### src/rtl/axis_engine_scheduler.sv
// axis_engine_scheduler: round-robin, packet-granular sharing of one store-and-forward AXI-Stream engine between two requesters
module axis_engine_scheduler #(
    parameter int DATA_WIDTH = 8,
    parameter int MAX_LEN    = 768,
    parameter int CNT_W      = 10
) (
    input  logic                  aclk,
    input  logic                  aresetn,
    input  logic [DATA_WIDTH-1:0] s0_axis_tdata,
    input  logic                  s0_axis_tvalid,
    output logic                  s0_axis_tready,
    input  logic                  s0_axis_tlast,
    input  logic [DATA_WIDTH-1:0] s1_axis_tdata,
    input  logic                  s1_axis_tvalid,
    output logic                  s1_axis_tready,
    input  logic                  s1_axis_tlast,
    output logic [DATA_WIDTH-1:0] eng_m_axis_tdata,
    output logic                  eng_m_axis_tvalid,
    input  logic                  eng_m_axis_tready,
    output logic                  eng_m_axis_tlast,
    input  logic [DATA_WIDTH-1:0] eng_s_axis_tdata,
    input  logic                  eng_s_axis_tvalid,
    output logic                  eng_s_axis_tready,
    input  logic                  eng_s_axis_tlast,
    output logic [DATA_WIDTH-1:0] m0_axis_tdata,
    output logic                  m0_axis_tvalid,
    input  logic                  m0_axis_tready,
    output logic                  m0_axis_tlast,
    output logic [DATA_WIDTH-1:0] m1_axis_tdata,
    output logic                  m1_axis_tvalid,
    input  logic                  m1_axis_tready,
    output logic                  m1_axis_tlast,
    output logic                  busy,
    output logic                  grant_id,
    output logic                  err_trunc,
    output logic                  pkt_done
);
    typedef enum logic [1:0] {IDLE, FWD, FLUSH, DRAIN} state_t;

    state_t           state, state_nx;
    logic             grant_nx;
    logic             last_grant;
    logic             trunc;
    logic [CNT_W-1:0] beat_cnt;
    logic [DATA_WIDTH-1:0] sg_tdata;
    logic             sg_tvalid, sg_tlast, sg_tready;
    logic             mg_tvalid, mg_tready;
    logic             at_max;

    assign sg_tdata  = grant_id ? s1_axis_tdata  : s0_axis_tdata;
    assign sg_tvalid = grant_id ? s1_axis_tvalid : s0_axis_tvalid;
    assign sg_tlast  = grant_id ? s1_axis_tlast  : s0_axis_tlast;
    assign mg_tready = grant_id ? m1_axis_tready : m0_axis_tready;
    assign at_max    = beat_cnt == CNT_W'(MAX_LEN - 1);

    assign s0_axis_tready   = sg_tready && !grant_id;
    assign s1_axis_tready   = sg_tready &&  grant_id;
    assign m0_axis_tvalid   = mg_tvalid && !grant_id;
    assign m1_axis_tvalid   = mg_tvalid &&  grant_id;
    assign m0_axis_tdata    = eng_s_axis_tdata;
    assign m1_axis_tdata    = eng_s_axis_tdata;
    assign m0_axis_tlast    = eng_s_axis_tlast;
    assign m1_axis_tlast    = eng_s_axis_tlast;
    assign eng_m_axis_tdata = sg_tdata;
    assign busy             = state != IDLE;

    // Next state, arbitration and the combinational stream steering for the current state
    always_comb begin
        state_nx          = state;
        grant_nx          = grant_id;
        sg_tready         = 1'b0;
        mg_tvalid         = 1'b0;
        eng_m_axis_tvalid = 1'b0;
        eng_m_axis_tlast  = 1'b0;
        eng_s_axis_tready = 1'b0;
        err_trunc         = 1'b0;
        pkt_done          = 1'b0;
        case (state)
            IDLE: begin
                if (s0_axis_tvalid || s1_axis_tvalid) begin
                    grant_nx = (s0_axis_tvalid && s1_axis_tvalid) ? !last_grant : s1_axis_tvalid;
                    state_nx = FWD;
                end
            end
            FWD: begin
                eng_m_axis_tvalid = sg_tvalid;
                eng_m_axis_tlast  = sg_tlast || at_max;
                sg_tready         = eng_m_axis_tready;
                if (sg_tvalid && eng_m_axis_tready && eng_m_axis_tlast) begin
                    state_nx  = sg_tlast ? DRAIN : FLUSH;
                    err_trunc = !sg_tlast && !trunc;
                end
            end
            FLUSH: begin
                sg_tready = 1'b1;
                if (sg_tvalid && sg_tlast)
                    state_nx = DRAIN;
            end
            default: begin
                mg_tvalid         = eng_s_axis_tvalid;
                eng_s_axis_tready = mg_tready;
                if (eng_s_axis_tvalid && mg_tready && eng_s_axis_tlast) begin
                    pkt_done = 1'b1;
                    state_nx = IDLE;
                end
            end
        endcase
    end

    // State, grant bookkeeping and beat counting; beat_cnt restarts at zero for every grant
    always_ff @(posedge aclk) begin
        if (!aresetn) begin
            state      <= IDLE;
            grant_id   <= 1'b0;
            last_grant <= 1'b1;
            beat_cnt   <= '0;
            trunc      <= 1'b0;
        end else begin
            state    <= state_nx;
            grant_id <= grant_nx;
            if (state == IDLE)
                beat_cnt <= '0;
            else if (state == FWD && eng_m_axis_tvalid && eng_m_axis_tready)
                beat_cnt <= beat_cnt + 1'b1;
            if (err_trunc)
                trunc <= 1'b1;
            else if (pkt_done)
                trunc <= 1'b0;
            if (pkt_done)
                last_grant <= grant_id;
        end
    end
endmodule

### config.mk
export PLATFORM = sky130hd
export DESIGN_NAME = axis_engine_scheduler
export DESIGN_NICKNAME = d
export VERILOG_FILES = /design/src/rtl/axis_engine_scheduler.sv
export SDC_FILE = /design/constraint.sdc
export NUM_CORES = 1
export LEC_CHECK = 0
export BUFFER_PORTS_ARGS = -buffer_cell sky130_fd_sc_hd__buf_2
export CORE_MARGIN = 8
export CORE_UTILIZATION = 48
export CTS_BUF_LIST = sky130_fd_sc_hd__clkbuf_4
export CTS_CLUSTER_DIAMETER = 100
export DETAILED_ROUTE_END_ITERATION = 8
export GPL_ROUTABILITY_DRIVEN = 0
export PLACE_DENSITY = 0.95
export SLEW_MARGIN = 20
export SYNTH_ARGS = -nofsm -noshare
export SYNTH_HDL_FRONTEND = slang
export SYNTH_SLANG_ARGS = --single-unit
### constraint.sdc
create_clock -name aclk -period 6 [get_ports aclk]
set_input_delay 1.2 -clock aclk [delete_from_list [all_inputs] [get_ports aclk]]
set_output_delay 1.2 -clock aclk [all_outputs]
set_load 0.01 [all_outputs]
# Word level (Yosys, flattened, before mapping)

Cells that the tools add are included.
Widths: inputs -> output; s select.

Add/sub/neg operators: 1
Equal/unequal tests: 6
Mux-type cells: 22
Bitwise gates (word level): 1
Reductions and logical operators: 27

Operators with widths:

| kind                  | count |
|---|---|
| $mux 1                | 15 |
| $logic_and 1x1->1     | 13 |
| $add 10x1->10 const B | 1 |
| $eq 10x10->1 const B  | 1 |
| $mux 2                | 4 |
| $mux 8                | 1 |
| $ne 2x2->1 const B    | 3 |
| $pmux 2 s3            | 1 |
| $logic_not 1->1       | 4 |
| $reduce_and 4->1      | 1 |
| $reduce_bool 2->1     | 2 |
| $reduce_bool 4->1     | 1 |
| $reduce_or 3->1       | 1 |
| $eq 2x1->1 const B    | 1 |
| $eq 2x2->1 const B    | 1 |
| $logic_not 2->1       | 1 |
| $logic_or 1x1->1      | 2 |
| $pmux 1 s2            | 1 |
| $reduce_and 2->1      | 1 |
| $reduce_or 2->1       | 1 |
| $not 1->1             | 1 |

Register bits: 15
Word-level logic and storage cells: 62

# Logic depth before layout (Yosys ltp)

Gate-level depths: netlist (run 1).

Depth after elaboration: 7
Gate-level depth with buffers: 6
Gate-level depth less buffers: 6

# Least setup slack after synthesis (run 1)

Ideal clock, no wire load.

Path kind: input port to output port
Start point: input s1_axis_tlast
End point: output err_trunc
Data arrival time: 1.869 ns
Required time: 4.800 ns
Slack: 2.931 ns
Stages on the path: 3
Cells stage by stage: mux2_2 nor4_1 and2_1

Cells in the longest elaborated chain, start to end: 5

RTL lines:

| element                                                    | line   | source |
|---|---|---|
| start: declaration                                         | 16     | `input logic s1_axis_tlast,` |
| $mux 1 (*)                                                 | 52     | `assign sg_tlast = grant_id ? s1_axis_tlast : s0_axis_tlast;` |
| $logic_not 1->1 / $logic_or 1x1->1 (equally long branches) | 91, 87 |  |
| $logic_and 1x1->1 (on tied branches)                       | 91, 89 |  |
| $mux 1 (*)                                                 | 89     | `if (sg_tvalid && eng_m_axis_tready && eng_m_axis_tlast) begin` |
| $mux 1 (*)                                                 | 78     | `case (state)` |
| end: declaration                                           | 35     | `output logic err_trunc,` |

Mark *: on every way between the ends. The rest lies on a longest branch, timed or not.

# Final worst setup path (run 1)

Start point: input s0_axis_tvalid
End point: output err_trunc

Cells in the longest elaborated chain, start to end: 5

RTL lines:

| element                         | line | source |
|---|---|---|
| start: declaration              | 10   | `input logic s0_axis_tvalid,` |
| $mux 1                          | 51   | `assign sg_tvalid = grant_id ? s1_axis_tvalid : s0_axis_tvalid;` |
| $logic_and 1x1->1 (2 in series) | 89   |  |
| $mux 1                          | 89   |  |
| $mux 1                          | 78   |  |

Every way passes these cells.

==> results of run 1 <==
-- power by group --
part | internal, mW | switching (mW)
registers | 0.105 | 0.0124
clock network | 0.0248 | 0.0340
logic | 0.0658 | 0.0761
-- cells in the mapped netlist (2+ instances only) --
| cell type | instances |
|---|---|
| nand3_1 | 5 |
| nor3_1 | 3 |
| mux2_2 | 11 |
| clkbuf_1 | 2 |
| or3_1 | 3 |
| nor4_1 | 3 |
| a21oi_1 | 4 |
| ha_1 | 5 |
| a32oi_1 | 2 |
| xnor2_1 | 5 |
| nand4_1 | 3 |
| and2_1 | 4 |
| dfxtp_1 | 15 |
| nand2_1 | 13 |
| o21ai_0 | 4 |
| inv_1 | 6 |
| nor2_1 | 11 |
| nor2b_1 | 4 |
| mux2i_1 | 3 |
| buf_4 | 18 |
-- worst reg2reg max path: cells and delay by family (launching register included) --
| kind | cells | cell delay (ps) |
|---|---|---|
| simple gates | 2 | 1100 |
| flops | 1 | 810 |
| compound gates | 1 | 140 |
| mux | 1 | 260 |
-- worst paths after layout --
path	startpoint	endpoint	slack [ps]	depth (start not counted)
setup / recovery	s0_axis_tvalid	err_trunc	2590	5
hold / removal	last_grant$_SDFFE_PN1P_	last_grant$_SDFFE_PN1P_	500	2
setup reg to reg	grant_id$_SDFFE_PN0P_	beat_cnt[9]$_SDFFE_PP0P_	3610	4
hold reg to reg	last_grant$_SDFFE_PN1P_	last_grant$_SDFFE_PN1P_	500	2
-- per-stage QoR --
stage                     hold slack [ps]  cell area, um2  setup slack [ps]    util  power [mW]
after global routing                531.0            1316              2525  0.5514      0.3416
after detailed placement            481.6            1289              2631  0.5398      0.2615
after global placement              480.3            1289              2644  0.5398      0.2566
after floorplan                     454.0            1170              2931       -      0.2273
after CTS                           503.6            1316              2603  0.5514      0.3195
final                               500.9            1316              2593  0.5514      0.3184
-- flip-flops by register name (all words and copies together) (netlist names) --
signal,cells
beat_cnt,10
grant_id,1
last_grant,1
state,2
trunc,1
-- routing by layer --
layer | part of all wire | routed length, um | track usage | vias up
met5 | 0 | 0 | 0 | -
met1 | 0.36 | 1122 | 0.1438 | 496
met4 | 0.038 | 121 | 0.08992 | 0
met2 | 0.48 | 1511 | 0.2632 | 70
met3 | 0.12 | 391 | 0.09014 | 12
li1 | - | - | - | 531
-- cell families (layout without fill, tap and decap cells) --
kind of cell,Yosys count,in the layout,synth area share
compound gates,18,18,0.1112
xor+xnor,6,6,0.04492
fa+ha+maj,5,5,0.05348
buf+inv,27,57,0.1508
flops,15,15,0.2567
mux,15,15,0.1433
simple gates,54,54,0.2396
-- cell type report --
cell class / instances / area [um2] / area share
timing repair buffer: 47 / 235.2 / 0.1787
tap: 30 / 37.54 / 0.02852
clock buffer: 3 / 22.52 / 0.01711
inverter: 6 / 22.52 / 0.01711
sequential: 15 / 300.3 / 0.2281
multi-input combinational: 98 / 693.2 / 0.5266
clock inverter: 1 / 5.005 / 0.003802
==> flow_summary.toml, run 1 <==
[outcome]
outcome = "completed"

[sta]
fmax_mhz = 293.5
rsz0062_at_grt = "no"
min_period_ps = 3407
fin_worst_skew_ps = 5.592
setup_total_negative_slack_ps = 0
slew_headroom = 0.5107
timing.final.max_slew_violations = 0
final-hold-violation-count = 0
finalSetupViolCount = 0
post-route-period-util = 0.5679
timing_worst_slew_pin_value_ps = 732.9

[global_routing]
globalRoute.totalOverflow = 0
grt_max_degree = 21
via_count_of_the_first_global_routing_pass = 1201
globalRouteTotalUtil = 0.1558
grt_first_pass_wirelength_um = 5285
antenna_found_initial = 0

[final_layout]
design.final.nets = 211
layoutNonFillerInstCount = 200
final_common_cell = "buf_2"
layout.cells.most_common_list = "buf_2, dfxtp_1, nand2_1"
n_fill_cell = 225
layout-area-overhead-vs-synth_pct = 12.51
antennaDiodeCount = 0
layout-drive-gt1-share = 0.3882

[setup_path]
worstSetupPathType = "in -> out"
timing.critical_path.fanout_max = 8
arrival_worst_endpoint_ps = 2210
crit_top_cell = "buf_2"
kind_of_capture_point_of_the_worst_setup_path = "primary output"
worst-path-buf-inv = 2
crit_chain = "buf_2 -> mux2i_2 -> nor4_1 -> and2_1 -> buf_2"
timing.critical_path.required_ps = 4800
critical-path-slowest-cell = "nor4_1"
critical_path.startpoint_type = "primary input"
critical-path-top-delay-family = "simple AND/OR/NAND/NOR gates"
critPathMaxStageDelay_ps = 400

[floorplanning]
die_w_um = 65.37
std_cell_rows = 18
start_util = 0.4900
floorplan.io_pins = 72
floorplan.die_area_um2 = 4273
core_um2 = 2387
die-height_um = 65.37

[synthesis]
synth_seq_cells = 15
ys_top_cells_by_area = "dfxtp_1, buf_4, mux2_2, ha_1, nand2_1"
synth.net_count = 180
syn_avg_cell_area_um2 = 8.356
synthDistinctLibCells = 36
seq_area_frac_synth = 0.2567
mappedNetlistArea_um2 = 1170
synth_edf_count = 0
yosysTopAreaCellShare = 0.2567
synthCells = 140
synth_flop_cell = "dfxtp_1"
yosys.area.top_type = "dfxtp_1"
yosysWarnings = 0
synth_async_sr_flop_share = 0

[drt]
drtPass1Iterations = 5
post-route-drc-count = 0
ant_nets = 0
dr_total_vias = 1109
drt_wl_total_um = 3146
first_iter_violations = 59
detail_route.vias_per_cell = 5.545
route.detailed.wl_per_inst_um = 15.73

[clock_tree]
clock_insertion_delay_worst_skew_ps = 290
post_cts_resize_count = 0
h_tree_depth_reported_by_cts = 1
cts_made_buffers = 3
postCtsSetupBuffers = 0
cts_root_buf = "clkbuf_4"
cts_hold_buffers = 0
max-clock-path-buffers = 2
clock-sinks = 15
worst_setup_hold_path_clk_slew_ps = 90
tritoncts = "yes"

[power]
powerDensity_nw_per_um2 = 241.9
cellLeakagePower_nw = 0.5719
peak_ir_drop_on_the_vdd_network_mv = 0.1685

[place]
port-buffer-count = 47
dp_hpwl_um = 2661
dpl.cell_count = 196

[worst_hold_path]
hold_path_class = "reg -> reg"

[flow_run]
drv.max_cap_violation_count = 0
(Power assumes the default switching activity.)
==> inputs of run 2 (changes only) <==
--- a/config.mk
+++ b/config.mk
@@ -7,12 +7,12 @@
 export LEC_CHECK = 0
 export BUFFER_PORTS_ARGS = -buffer_cell sky130_fd_sc_hd__buf_2
 export CORE_MARGIN = 8
-export CORE_UTILIZATION = 48
+export CORE_UTILIZATION = 44
 export CTS_BUF_LIST = sky130_fd_sc_hd__clkbuf_4
 export CTS_CLUSTER_DIAMETER = 100
 export DETAILED_ROUTE_END_ITERATION = 8
 export GPL_ROUTABILITY_DRIVEN = 0
-export PLACE_DENSITY = 0.95
+export PLACE_DENSITY = 0.93
 export SLEW_MARGIN = 20
 export SYNTH_ARGS = -nofsm -noshare
 export SYNTH_HDL_FRONTEND = slang
==> constraint.sdc (replaced) <==
create_clock -name aclk -period 3.4 [get_ports aclk]
set_input_delay 0.68 -clock aclk [delete_from_list [all_inputs] [get_ports aclk]]
set_output_delay 0.68 -clock aclk [all_outputs]
set_load 0.01 [all_outputs]
==> run 2 against run 1 <==
  * Register-to-register slack worse by 2600 ps
  * Clock-buffer cell count did not move
  * Cell count is the same
  * First-iteration DRC count is 27% higher
  * Power increased by 73%
  * Critical path type is now reg -> out
==> flow_summary.toml, run 2 (synthesized netlist as in run 1, its figures left out) <==
[drt]
ant_nets = 0
drtPass1Iterations = 4
drt_wl_total_um = 2642
detail_route.vias_per_cell = 5.130
first_iter_violations = 75
post-route-drc-count = 0
dr_total_vias = 1026
route.detailed.wl_per_inst_um = 13.21

[final_layout]
antennaDiodeCount = 0
top_regs = "beat_cnt: 10 flops, state: 2 flops"
layout.cells.most_common_list = "buf_2, dfxtp_1, nand2_1"
layout-area-overhead-vs-synth_pct = 12.51
n_fill_cell = 223
post-route-cell-area_um2 = 1316
largest-register = "beat_cnt"
largest_reg_flops = 10
layout-drive-gt1-share = 0.3882
final_common_cell = "buf_2"
design.final.nets = 211

[clock_tree]
post_cts_resize_count = 0
cts_hold_buffers = 0
tritoncts = "yes"
postCtsSetupBuffers = 0
h_tree_depth_reported_by_cts = 1
clock-sinks = 15
cts_made_buffers = 3
clock_insertion_delay_worst_skew_ps = 290
max-clock-path-buffers = 2
worst_setup_hold_path_clk_slew_ps = 90
cts_root_buf = "clkbuf_4"

[sta]
min_period_ps = 2758
timing.final.max_slew_violations = 0
timing.hold.ws_ps = 500.6
fin_worst_skew_ps = 7.988
finalSetupViolCount = 0
rsz0062_at_grt = "no"
post-route-period-util = 0.8111
setup_total_negative_slack_ps = 0
timing_worst_slew_pin_value_ps = 772.1
final-hold-violation-count = 0
slew_headroom = 0.4845
fmax_mhz = 362.6

[floorplanning]
die_w_um = 67.57
start_util = 0.4680
die-height_um = 67.57
floorplan.die_area_um2 = 4565
std_cell_rows = 18
core_um2 = 2500
floorplan.io_pins = 72

[flow_run]
drv.max_cap_violation_count = 0

[global_routing]
antenna_found_initial = 0
globalRouteTotalUtil = 0.1235
grt_first_pass_wirelength_um = 4526
globalRoute.totalOverflow = 0
via_count_of_the_first_global_routing_pass = 1025
grt_max_degree = 21

[power]
cellLeakagePower_nw = 0.5719
switching_fraction = 0.3731
reg_power_frac = 0.378
power.switching_mw = 0.2053
clock_power_share = 0.187
peak_ir_drop_on_the_vdd_network_mv = 0.3016
comb_power_share = 0.435
internal_power_mw = 0.3449
powerDensity_nw_per_um2 = 418.1

[outcome]
outcome = "completed"

[setup_path]
critical_path.startpoint_type = "register"
timing.critical_path.fanout_max = 20
critPathLaunch = "grant_id$_SDFFE_PN0P_"
arrival_worst_endpoint_ps = 2080
rr_startpoint = "grant_id$_SDFFE_PN0P_"
worstSetupPathType = "reg -> out"
timing.critical_path.required_ps = 2720
kind_of_capture_point_of_the_worst_setup_path = "primary output"

[place]
place_area_um2 = 1289
port-buffer-count = 47
dp_hpwl_um = 2216

[worst_hold_path]
hold_path_class = "reg -> reg"
hold_path_start = "last_grant$_SDFFE_PN1P_"
-- run 2: cell counts in the layout (fill, tap and decap cells not counted) --
No cell type changed its count.
-- run 2: final timing paths --
kind	cells past startpoint	to	slack [ps]
min	2	last_grant$_SDFFE_PN1P_	500
max reg2reg	4	beat_cnt[9]$_SDFFE_PP0P_	990
min reg2reg	2	last_grant$_SDFFE_PN1P_	500
max	4	err_trunc	640
-- run 2: power groups by stage --
stage	logic (mW)	registers [mW]	clock network (mW)
final	0.239	0.208	0.103
after global routing	0.268	0.211	0.113
after CTS	0.242	0.208	0.105
after detailed placement	0.241	0.212	0
after global placement	0.238	0.211	0
after floorplan	0.203	0.198	0
-- run 2: worst max-delay path, stage by stage (launching register included) --
cell and delay, ps:
dfxtp_1 830, mux2_2 420, nor4_1 240, and2_1 170, buf_2 120
-- run 2: layer usage --
layer	global-route usage	wire (um)	up-vias	share of wire
met5	0	0	-	0
met4	0.01828	7	0	0.0026
met3	0.05960	235	2	0.089
met2	0.2154	1370	29	0.52
met1	0.1350	1029	461	0.39
li1	-	-	534	-
-- run 2: metrics by stage --
step,setup slack (ps),std cells,utilization,power [mW]
detailed placement,942.3,196,0.5155,0.4536
floorplan,1371,140,-,0.4010
CTS,625.5,200,0.5265,0.5554
global route,430.1,200,0.5265,0.5918
finish,642.4,200,0.5265,0.5503
global placement,972.1,196,0.5155,0.4487
-- run 2: final cells by class --
class                   count  area (um2)  area share
well taps                  30       37.54     0.02852
flip-flops and latches     15       300.3      0.2281
multi-input cells          98       693.2      0.5266
repair buffers             47       235.2      0.1787
clock buffers               3       22.52     0.01711
clock inverters             1       5.005    0.003802
inverters                   6       22.52     0.01711
==> inputs of run 3 (changes only) <==
--- a/config.mk
+++ b/config.mk
@@ -7,12 +7,12 @@
 export LEC_CHECK = 0
 export BUFFER_PORTS_ARGS = -buffer_cell sky130_fd_sc_hd__buf_2
 export CORE_MARGIN = 8
-export CORE_UTILIZATION = 44
+export CORE_UTILIZATION = 40
 export CTS_BUF_LIST = sky130_fd_sc_hd__clkbuf_4
 export CTS_CLUSTER_DIAMETER = 100
 export DETAILED_ROUTE_END_ITERATION = 8
 export GPL_ROUTABILITY_DRIVEN = 0
-export PLACE_DENSITY = 0.93
+export PLACE_DENSITY = 0.89
 export SLEW_MARGIN = 20
 export SYNTH_ARGS = -nofsm -noshare
 export SYNTH_HDL_FRONTEND = slang
==> constraint.sdc (replaced) <==
create_clock -name aclk -period 2.2 [get_ports aclk]
set_input_delay 0.44 -clock aclk [delete_from_list [all_inputs] [get_ports aclk]]
set_output_delay 0.44 -clock aclk [all_outputs]
set_load 0.01 [all_outputs]
==> run 3 against run 2 <==
  * Wire length is 10% higher
  * Utilization fell by 2.7 points
  * Cell area up 4.8%
  * Power increased by 65%
  * Largest power group unchanged
  * Highest routed layer unchanged
  * Clock skew increased by 1.7 ps
  * Cell count is 3.0% higher
  * Worst hold slack lost 94 ps
  * Worst setup slack got worse by 560 ps
  * Clock-buffer cell count stayed put
  * Clock power grew 58%
  * Sequential share of layout area fell by 0.85 points
  * Critical path type unchanged
==> flow_summary.toml, run 3 (synthesized netlist as in run 1, its figures left out) <==
[final_layout]
layout-area-overhead-vs-synth_pct = 17.86
antennaDiodeCount = 0
largest-register = "beat_cnt"
layout-drive-gt1-share = 0.4343
regArea_um2 = 302.8
n_fill_cell = 268
final_common_cell = "buf_2"
combined_area_of_the_multi_input_logic_cells_um2 = 714.4
layout.cells.most_common_list = "buf_2, nand2_1, dfxtp_1"
design.final.nets = 216
top_regs = "beat_cnt: 10 flops, state: 2 flops"
largest_reg_flops = 10

[floorplanning]
floorplan.die_area_um2 = 4911
die_w_um = 70.08
floorplan.io_pins = 72
die-height_um = 70.08
core_um2 = 2758
start_util = 0.4242
std_cell_rows = 19

[sta]
slew_headroom = 0.6833
fin_worst_skew_ps = 9.672
timing_worst_slew_pin_value_ps = 474.2
post-route-period-util = 0.9615
min_period_ps = 2115
setup_total_negative_slack_ps = 0
final-hold-violation-count = 0
fmax_mhz = 472.8
timing.final.max_slew_violations = 0
finalSetupViolCount = 0

[place]
dp_hpwl_um = 2379
port-buffer-count = 47

[clock_tree]
clock_insertion_delay_worst_skew_ps = 290
max-clock-path-buffers = 2
cts_root_buf = "clkbuf_4"
cts_hold_buffers = 0
tritoncts = "yes"
worst_setup_hold_path_clk_slew_ps = 100
cts_made_buffers = 3
postCtsSetupBuffers = 0
h_tree_depth_reported_by_cts = 1
clock-sinks = 15

[drt]
detail_route.vias_per_cell = 5.238
drtPass1Iterations = 4
post-route-drc-count = 0
route.detailed.wl_per_inst_um = 14.12
drt_wl_total_um = 2909
dr_total_vias = 1079
first_iter_violations = 69
ant_nets = 0

[power]
p_total_mw = 0.9061
cellLeakagePower_nw = 0.5958
peak_ir_drop_on_the_vdd_network_mv = 0.5077
powerDensity_nw_per_um2 = 657.1

[global_routing]
grt_max_degree = 12
globalRouteTotalUtil = 0.1137
grt_first_pass_wirelength_um = 4774
globalRoute.totalOverflow = 0
via_count_of_the_first_global_routing_pass = 1037
antenna_found_initial = 0

[setup_path]
worstSetupPathType = "reg -> out"
kind_of_capture_point_of_the_worst_setup_path = "primary output"
critical_path.startpoint_type = "register"
critical-path-slowest-cell = "dfxtp_2"
arrival_worst_endpoint_ps = 1680
critPathMaxStageDelay_ps = 350
timing.critical_path.fanout_max = 7
crit_chain = "inv_1 -> ha_1 -> nand2_1 -> buf_4 -> nor4_4 -> and2_1 -> buf_2"
timing.critical_path.required_ps = 1760

[outcome]
outcome = "completed"

[flow_run]
drv.max_cap_violation_count = 0

[worst_hold_path]
hold_path_class = "in -> reg"
==> run 3: changes by cell type in the layout (fill, tap and decap cells not counted) <==
cell / before / now
buf_4: 0 / 5
dfxtp_1: 15 / 13
dfxtp_2: 0 / 2
ha_1: 5 / 4
ha_2: 0 / 1
nor4_1: 3 / 2
nor4_4: 0 / 1
o21ai_0: 4 / 3
o21ai_2: 0 / 1
==> run 3: worst paths after layout <==
check	startpoint	to	slack, ps	cells after the start
setup / recovery	state[1]$_SDFFE_PN0P_	err_trunc	80	7
hold / removal	aresetn	last_grant$_SDFFE_PN1P_	410	2
setup reg to reg	state[1]$_SDFFE_PN0P_	beat_cnt[9]$_SDFFE_PP0P_	300	6
hold reg to reg	state[1]$_SDFFE_PN0P_	state[1]$_SDFFE_PN0P_	490	2
==> run 3: layout make-up <==
| cell class | count | share of cell area |
|---|---|---|
| multi-input combinational | 98 | 0.5181 |
| sequential | 15 | 0.2196 |
| timing repair buffer | 52 | 0.1978 |
| tap | 31 | 0.02813 |
| clock buffer | 3 | 0.01633 |
| inverter | 6 | 0.01633 |
| clock inverter | 1 | 0.003630 |
==> run 3: power breakdown <==
part,switching (mW),internal [mW],leakage [nW]
sequential,0.0186,0.288,0.122
combinational,0.232,0.205,0.456
clock,0.0949,0.0677,0.0177
==> run 3: what timing repair did <==
item                                    CTS  global route
endpoints found under the setup margin    1             4
resized for setup                         1             6
cloned                                    0             0
==> run 3: worst max-delay path: cells and delay by family (launching register included) <==
family / cells / cell delay, ps
buf+inv: 3 / 390
simple gates: 3 / 490
fa+ha+maj: 1 / 160
flops: 1 / 350
==> run 3: through the flow <==
step / setup slack [ps] / instances / utilization / instance area, um2 / hold slack (ps)
after global routing: -4.242 / 206 / 0.5000 / 1379 / 394.5
after global placement: 304.8 / 202 / 0.4814 / 1328 / 480.9
after CTS: 35.09 / 206 / 0.4936 / 1361 / 400.5
final: 84.75 / 206 / 0.5000 / 1379 / 406.5
after floorplan: 189.0 / 140 / - / 1170 / 454.0
after detailed placement: 252.2 / 202 / 0.4814 / 1328 / 473.8
==> run 3: routing by layer <==
| layer | up-vias | part of all wire | track usage | wire length [um] |
|---|---|---|---|---|
| met5 | - | 0 | 0 | 0 |
| met4 | 0 | 0.0034 | 0.02009 | 10 |
| met3 | 4 | 0.075 | 0.04520 | 217 |
| met2 | 31 | 0.50 | 0.1990 | 1467 |
| met1 | 498 | 0.42 | 0.1270 | 1213 |
| li1 | 546 | - | - | - |
